File: src/rtl/game_key_pkg.sv
// Shared constants for the game key controller: state codes and key indices.
package game_key_pkg;

   localparam logic [1:0] GS_IDLE  = 2'd0;
   localparam logic [1:0] GS_RUN   = 2'd1;
   localparam logic [1:0] GS_PAUSE = 2'd2;
   localparam logic [1:0] GS_OVER  = 2'd3;

   localparam int unsigned KEY_L   = 0;
   localparam int unsigned KEY_R   = 1;
   localparam int unsigned NUM_BTN = 2;

endpackage

File: src/rtl/key_filt_edge.sv
// One key bit: 2-flop sample, FILT_CYC-sample level filter and rising-edge detect.
// A key that is high while reset is asserted stays blocked until it is seen low,
// so holding a key through reset never produces an edge.
module key_filt_edge #(
   parameter int unsigned FILT_CYC = 4
) (
   input  logic clk_i,
   input  logic rst_i,
   input  logic key_i,
   output logic level_o,
   output logic rise_c_o
);

   localparam int unsigned FCW = (FILT_CYC > 1) ? $clog2(FILT_CYC) : 1;

   logic           s1_q, s2_q;
   logic           filt_q, filt_d;
   logic           filt_dly_q;
   logic           blk_q;
   logic [FCW-1:0] cnt_q, cnt_d;

   // Sample register; the key register lives on the same clock.
   always_ff @(posedge clk_i) begin
      if (rst_i) begin
         s1_q <= 1'b0;
         s2_q <= 1'b0;
      end else begin
         s1_q <= key_i;
         s2_q <= s1_q;
      end
   end

   // Count consecutive samples that disagree with the filtered level.
   always_comb begin
      cnt_d  = '0;
      filt_d = filt_q;
      if (s2_q != filt_q) begin
         if (cnt_q == FCW'(FILT_CYC - 1)) begin
            filt_d = s2_q;
         end else begin
            cnt_d = cnt_q + FCW'(1);
         end
      end
   end

   // Filter state, delayed level for edge detect, and hold-through-reset block.
   always_ff @(posedge clk_i) begin
      if (rst_i) begin
         cnt_q      <= '0;
         filt_q     <= 1'b0;
         filt_dly_q <= 1'b0;
         blk_q      <= key_i;
      end else begin
         cnt_q      <= cnt_d;
         filt_q     <= filt_d;
         filt_dly_q <= filt_q;
         blk_q      <= blk_q & key_i;
      end
   end

   assign level_o  = filt_q;
   assign rise_c_o = filt_q & ~filt_dly_q & ~blk_q;

endmodule

File: src/rtl/game_key_ctrl.sv
// Game key controller: filtered key edges drive move pulses, the game state
// machine and the menu/game display toggle.
// Optional auto-repeat of move pulses: define GAME_KEY_AUTO_REPEAT_EN.
module game_key_ctrl
   import game_key_pkg::*;
#(
   parameter int unsigned FILT_CYC = 4,
   parameter int unsigned CNT_W    = 24,
   parameter int unsigned RPT_DLY  = 6_750_000,
   parameter int unsigned RPT_PER  = 2_700_000
) (
   input  logic       CLK,
   input  logic       RST,
   input  logic [1:0] mcu_btn,
   input  logic       mcu_str,
   input  logic       mcu_img,
   input  logic       game_over,
   output logic       move_l,
   output logic       move_r,
   output logic       run,
   output logic       show_game,
   output logic [1:0] gstate
);

   typedef enum logic [1:0] {
      ST_IDLE  = GS_IDLE,
      ST_RUN   = GS_RUN,
      ST_PAUSE = GS_PAUSE,
      ST_OVER  = GS_OVER
   } gstate_e;

   // Reject parameter sets the filter or the repeat counter cannot represent.
   if (FILT_CYC < 1 || RPT_DLY < 1 || RPT_PER < 1 || CNT_W < 2 || CNT_W > 31 ||
       RPT_DLY >= (32'd1 << CNT_W) || RPT_PER >= (32'd1 << CNT_W)) begin : g_bad_cfg
      $error("game_key_ctrl: invalid parameter set");
   end

   gstate_e            state_q, state_d;
   logic               show_q, show_d;
   logic               run_q, run_d;
   logic [NUM_BTN-1:0] move_q, move_d;
   logic [NUM_BTN-1:0] btn_lvl, btn_rise;
   logic [NUM_BTN-1:0] press_c, rpt_c;
   logic               str_rise, img_rise;
   logic               str_lvl_unused, img_lvl_unused;
   logic               in_run_c, both_c;

   // Filter and edge detect, one instance per key bit.
   for (genvar k = 0; k < NUM_BTN; k++) begin : g_btn
      key_filt_edge #(.FILT_CYC(FILT_CYC)) u_filt (
         .clk_i   (CLK),
         .rst_i   (RST),
         .key_i   (mcu_btn[k]),
         .level_o (btn_lvl[k]),
         .rise_c_o(btn_rise[k])
      );
   end

   key_filt_edge #(.FILT_CYC(FILT_CYC)) u_str (
      .clk_i   (CLK),
      .rst_i   (RST),
      .key_i   (mcu_str),
      .level_o (str_lvl_unused),
      .rise_c_o(str_rise)
   );

   key_filt_edge #(.FILT_CYC(FILT_CYC)) u_img (
      .clk_i   (CLK),
      .rst_i   (RST),
      .key_i   (mcu_img),
      .level_o (img_lvl_unused),
      .rise_c_o(img_rise)
   );

   assign in_run_c = (state_q == ST_RUN);
   assign both_c   = btn_lvl[KEY_L] & btn_lvl[KEY_R];
   assign press_c  = (in_run_c && !both_c) ? btn_rise : '0;

`ifdef GAME_KEY_AUTO_REPEAT_EN
   localparam logic [CNT_W-1:0] CNT_MAX = '1;

   logic [NUM_BTN-1:0]            act_q, act_d;
   logic [NUM_BTN-1:0]            first_q, first_d;
   logic [NUM_BTN-1:0][CNT_W-1:0] cnt_q, cnt_d;
   logic [CNT_W-1:0]              cnt_inc;

   // Repeat schedule per key: first period RPT_DLY after the press, then RPT_PER.
   always_comb begin
      act_d   = act_q;
      first_d = first_q;
      cnt_d   = cnt_q;
      rpt_c   = '0;
      cnt_inc = '0;
      for (int k = 0; k < NUM_BTN; k++) begin
         if (!in_run_c || !btn_lvl[k] || both_c) begin
            act_d[k]   = 1'b0;
            first_d[k] = 1'b0;
            cnt_d[k]   = '0;
         end else if (press_c[k]) begin
            act_d[k]   = 1'b1;
            first_d[k] = 1'b1;
            cnt_d[k]   = '0;
         end else if (act_q[k]) begin
            cnt_inc = (cnt_q[k] == CNT_MAX) ? cnt_q[k] : cnt_q[k] + CNT_W'(1);
            if (cnt_inc == (first_q[k] ? CNT_W'(RPT_DLY) : CNT_W'(RPT_PER))) begin
               rpt_c[k]   = 1'b1;
               first_d[k] = 1'b0;
               cnt_d[k]   = '0;
            end else begin
               cnt_d[k] = cnt_inc;
            end
         end
      end
   end

   // Repeat counter state.
   always_ff @(posedge CLK) begin
      if (RST) begin
         act_q   <= '0;
         first_q <= '0;
         cnt_q   <= '0;
      end else begin
         act_q   <= act_d;
         first_q <= first_d;
         cnt_q   <= cnt_d;
      end
   end
`else
   assign rpt_c = '0;
`endif

   // Game state, display select and move pulses.
   always_comb begin
      state_d = state_q;
      show_d  = img_rise ? ~show_q : show_q;
      move_d  = press_c | rpt_c;
      case (state_q)
         ST_IDLE: begin
            if (str_rise) begin
               state_d = ST_RUN;
               show_d  = 1'b1;
            end
         end
         ST_RUN: begin
            if (game_over)     state_d = ST_OVER;
            else if (str_rise) state_d = ST_PAUSE;
         end
         ST_PAUSE: begin
            if (game_over)     state_d = ST_OVER;
            else if (str_rise) state_d = ST_RUN;
         end
         ST_OVER: begin
            if (str_rise) begin
               state_d = ST_IDLE;
               show_d  = 1'b0;
            end
         end
         default: state_d = ST_IDLE;
      endcase
      run_d = (state_d == ST_RUN);
   end

   // Output and state registers.
   always_ff @(posedge CLK) begin
      if (RST) begin
         state_q <= ST_IDLE;
         show_q  <= 1'b0;
         run_q   <= 1'b0;
         move_q  <= '0;
      end else begin
         state_q <= state_d;
         show_q  <= show_d;
         run_q   <= run_d;
         move_q  <= move_d;
      end
   end

   assign move_l    = move_q[KEY_L];
   assign move_r    = move_q[KEY_R];
   assign run       = run_q;
   assign show_game = show_q;
   assign gstate    = state_q;

endmodule

File: config.mk
export PLATFORM = sky130hd
export DESIGN_NAME = game_key_ctrl
export DESIGN_NICKNAME = d
export VERILOG_FILES = /design/src/rtl/game_key_pkg.sv /design/src/rtl/key_filt_edge.sv /design/src/rtl/game_key_ctrl.sv
export SDC_FILE = /design/constraint.sdc
export NUM_CORES = 1
export LEC_CHECK = 0
export CAP_MARGIN = 0
export CORE_UTILIZATION = 54
export DETAILED_ROUTE_END_ITERATION = 8
export PLACE_DENSITY = 0.75
export SETUP_SLACK_MARGIN = 0.4
export SLEW_MARGIN = 20
export SYNTH_ARGS = -nofsm -noshare
export SYNTH_HDL_FRONTEND = slang
export SYNTH_SLANG_ARGS = --single-unit
File: constraint.sdc
create_clock -name CLK -period 1.5 [get_ports CLK]
set_input_delay 0.225 -clock CLK [delete_from_list [all_inputs] [get_ports CLK]]
set_output_delay 0.225 -clock CLK [all_outputs]
set_load 0.02 [all_outputs]
* Word-level counts from Yosys, hierarchy flattened
Cells that the tools add are included.
Storage, ports and cells: register bits after elaboration 34, bits of input ports 7, output and inout bits 6, word-level logic and storage cells 97
Operators by class: add/sub/neg operators 4, eq/ne operators 12, multiplexer cells 14, bitwise logic cells 27, reductions and logical operators 12
Operators with widths (count):
- $not 1->1 | 14
- $and 1x1->1 | 13
- $eq 2x2->1 const B | 6
- $reduce_or 3->1 | 4
- $mux 2 | 5
- $add 2x1->2 const B | 4
- $pmux 2 s4 | 1
- $reduce_and 2->1 | 4
- $mux 1 | 7
- $eq 2x1->1 const B | 2
- $ne 1x1->1 | 4
- $logic_not 2->1 | 1
- $pmux 1 s2 | 1
- $reduce_or 2->1 | 1
- $logic_and 1x1->1 | 1
- $logic_not 1->1 | 1

* Logic depth before layout (Yosys ltp)
word-level depth 7, depth in mapped cells 6

* Modules after synthesis
A second synthesis with hierarchy kept.
Unflattened totals: cell total of the unflattened synthesis 108, area total of the unflattened synthesis 1267.5 sq um
By module, submodules not included:
- key_filt_edge | instances 4, cells an instance 18, area each 235.2 sq um, sequential area each 140.1 sq um
- game_key_ctrl | instances 1, cells an instance 36, area each 326.6 sq um, sequential area each 120.1 sq um

* Least setup slack after synthesis
OpenSTA, ideal clock, no wires.
path kind reg-to-reg, start register state_q[0], in the netlist gstate[0], end register state_q[1], in the netlist gstate[1], arrival time 1382 ps, data required time 1385 ps, setup slack 3 ps, stages on the path, launching flop included 7, clock period less this slack 1497 ps, cells stage by stage dfxtp_1 -> inv_1 -> ha_1 -> nor3_1 -> a2bb2oi_2 -> a21oi_2 -> o21a_1
Between the ends: longest elaborated chain between the ends 2
Ends and longest elaborated chain:
- start, declared | RTL line game_key_ctrl.sv:38 | gstate_e state_q, state_d;
- start signal, assigned | RTL line game_key_ctrl.sv:171 | state_q <= state_d;
- $eq 2x2->1 (tied with other cells) | RTL line game_key_ctrl.sv:137 | case (state_q)
- $pmux 2 s4 (*) | RTL line game_key_ctrl.sv:137
Every way passes the cells marked *; elsewhere a longest branch is shown, timed or not. A chain may end at the register's enable or synchronous reset.

* Final worst setup path
Same ends and word-level chain as after synthesis.

==> flow_metrics.tcl <==
set metrics [dict create \
    critPathCaptureType "register" \
    worstMarginPinSlew_ns 0.385 \
    gr-total-overflow 0 \
    rsz0062_at_grt "true" \
    critPathLaunchType "register" \
    report.final.slew_viol_count 0 \
    clk_pin_slew_ns 0.09 \
    ctsHoldBuffers 0 \
    grt_util_met1 0.185 \
    layout_common_cells "27 x dfxtp_1, 14 x nor2_1, 11 x nor2b_1" \
    grt-busiest-layer "met2" \
    dp_hpwl_mm 1.38 \
    rrSetupSlack_ns 0.23 \
    grt_use_total 0.178 \
    p_total_mw 1.50 \
    synthCells 116 \
    power.density_nw_per_um2 964 \
    antenna_cells 0 \
    timing.final.hold_violations 0 \
    min_period_ns 1.27 \
    syn-num-nets 131 \
    dr_total_vias 831 \
    area_delta_synth_final_pct 23.2 \
    maxClockFrequency_mhz 785 \
    initial_utilization 0.570 \
    seq_area_frac_synth 0.540 \
    cts-root-buf "clkbuf_4" \
    antenna_found_initial 0 \
    final_antenna_net_count 0 \
    r2r_end "gstate[1]" \
    status "finished, final reports clean" \
    drt-vias-per-instance 4.98 \
    num_rows 17 \
    ir_worst_vdd_mv 0.732 \
    relSlewSlack 0.743 \
    whs_path_depth 1 \
    critPathMaxFanout 5 \
    min_path_type "reg -> reg" \
    ff2ff_path_depth 5 \
    worstHoldEndpoint "g_btn[1].u_filt.cnt_q[0]" \
    final_common_cell "dfxtp_1" \
    p_comb_frac 0.039 \
    final_nets 153 \
    grt_max_degree 12 \
    use_met3 0.0636 \
    drv_cap 0 \
    reg2reg_from "gstate[0]" \
    cts_tree "yes" \
    post-route-drc-count 0 \
    portBuffers 12 \
    first_pass_iters 4 \
    fin_crit_sh 0.850 \
    clkPwrFrac 0.339 \
    power_switching_share 0.210 \
    critical_path_required_ns 1.72 \
    io-pin-count 13 \
    gp_congestion 0.860 \
    grt_pass1_vias 821 \
    finClkSkew_ns 0.00748 \
    arrival_ns 1.49 \
    synth-seq-cells 34 \
    clock_sinks 34 \
    drive_above_1_share 0.345 \
    die_x_um 50.3 \
    critical_path_class "reg -> reg" \
    leakage_nw 0.648 \
    synth.cell_area_um2 1260 \
    p_switching_mw 0.315 \
    pwr-share-seq 0.622 \
    yosysUniqueCellTypes 26 \
    numCtsBuffers 5 \
    yosys_warnings 0 \
    met2_usage 0.309 \
    core-area_um2 2210 \
    dieArea_um2 2530 \
    setup_ws_ns 0.226 \
    preCtsSetupSlack_ns 0.00106 \
    worstHoldStart "g_btn[1].u_filt.cnt_q[0]" \
    clk-insertion-delay-late_ns 0.32 \
    grt_pass1_wl_mm 3.28 \
    detail_route.wl_per_cell_um 11.5 \
    finalWirelength_mm 1.92 \
    hold-worst-slack_ns 0.410 \
    ctsHtreeMaxLevel 2 \
    fillerInstances 185 \
    fin_tns_setup_ns 0 \
    cts_buffer_depth 2 \
    drt_iter0_markers 11 \
    final-setup-viol-count 0 \
    p_int_mw 1.18 \
    syn_avg_cell_area_um2 10.9 \
    die_h_um 50.3 \
]
[layout make-up]
type | instances | area (um2) | area share
clock buffer | 7 | 55.1 | 0.0355
clock inverter | 1 | 5.00 | 0.00322
inverter | 9 | 38.8 | 0.0250
multi-input combinational | 70 | 586 | 0.377
sequential | 34 | 694 | 0.447
tap | 28 | 35.0 | 0.0226
timing repair buffer | 18 | 139 | 0.0894
[flip-flops by register name (all words and copies together) (netlist names), 2 cells and up]
signal,count
g_btn.u_filt.blk_q,2
g_btn.u_filt.cnt_q,4
g_btn.u_filt.filt_dly_q,2
g_btn.u_filt.level_o,2
g_btn.u_filt.s1_q,2
g_btn.u_filt.s2_q,2
gstate,2
move_q,2
u_img.cnt_q,2
u_str.cnt_q,2
[logic make-up after synthesis]
group                      Yosys count  synth area share
AOI/OAI and AO/OA                   15            0.0973
xor gates and xnor gates             5            0.0348
adders and majority gates            8            0.0794
buffers and inverters               12            0.0367
DFF                                 34             0.540
muxes                                4            0.0318
and+or+nand+nor                     38             0.180
[repair_timing]
item                       in CTS  in global routing
buffers inserted                2                  1
gates resized for setup        29                 11
setup endpoints to repair      14                 13
pin swaps                       3                  4
[power by group through the flow]
| stage | registers [mW] | logic [mW] | clock network (mW) |
|---|---|---|---|
| floorplan | 0.949 | 0.0328 | 0 |
| detailed placement | 0.952 | 0.0586 | 0 |
| finish | 0.931 | 0.0587 | 0.507 |
| global placement | 0.951 | 0.0571 | 0 |
| CTS | 0.931 | 0.0580 | 0.523 |
| global route | 0.934 | 0.0649 | 0.564 |
[stage by stage]
step / area, um2 / std cells / utilization
3_3_place_gp: 1460 / 156 / 0.661
5_1_grt: 1550 / 167 / 0.702
6_report: 1550 / 167 / 0.702
3_5_place_dp: 1460 / 156 / 0.661
4_1_cts: 1520 / 166 / 0.688
2_1_floorplan: 1300 / 116 / -
[worst max-delay path: stages (launching register included)]
cell and delay, ns:
dfxtp_4 0.40, inv_4 0.04, ha_2 0.19, o211ai_1 0.24, inv_1 0.11, o21a_1 0.19
[worst max path at each step]
| stage | from | to | slack (ns) |
|---|---|---|---|
| after global placement | RST | run | 0.05 |
| after floorplan | gstate[1] | gstate[1] | 0.29 |
| after detailed placement | RST | run | 0.001 |
| after global routing | gstate[0] | gstate[1] | 0.19 |
| final | gstate[0] | gstate[1] | 0.23 |
| after CTS | gstate[1] | run | 0.23 |
[cells in the mapped netlist]
master     count  share of area
dfxtp_1       34           0.54
nor2_1        15          0.045
nor2b_1       11          0.055
inv_1          9          0.027
ha_1           8          0.079
o21a_1         5          0.030
mux2i_1        4          0.032
or3_1          4          0.020
xnor2_1        4          0.028
a21oi_2        2          0.014
and4b_1        2          0.016
clkbuf_1       2         0.0060
nor3b_2        2          0.020
o211ai_1       2          0.012
a211oi_1       1         0.0060
a21o_1         1         0.0060
a2bb2oi_2      1          0.012
buf_2          1         0.0040
nand2_2        1         0.0050
nor2b_2        1         0.0070
nor3_1         1         0.0040
o2111ai_1      1         0.0070
o21ai_1        1         0.0040
o221ai_1       1         0.0070
or3b_4         1         0.0089
xor2_1         1         0.0070
[per-layer routing]
layer / up-vias / part of all wire
met5: - / 0
met4: 0 / 0.016
met3: 4 / 0.037
met2: 15 / 0.52
met1: 386 / 0.43
li1: 426 / -
Power figures use the tool's default switching activity.
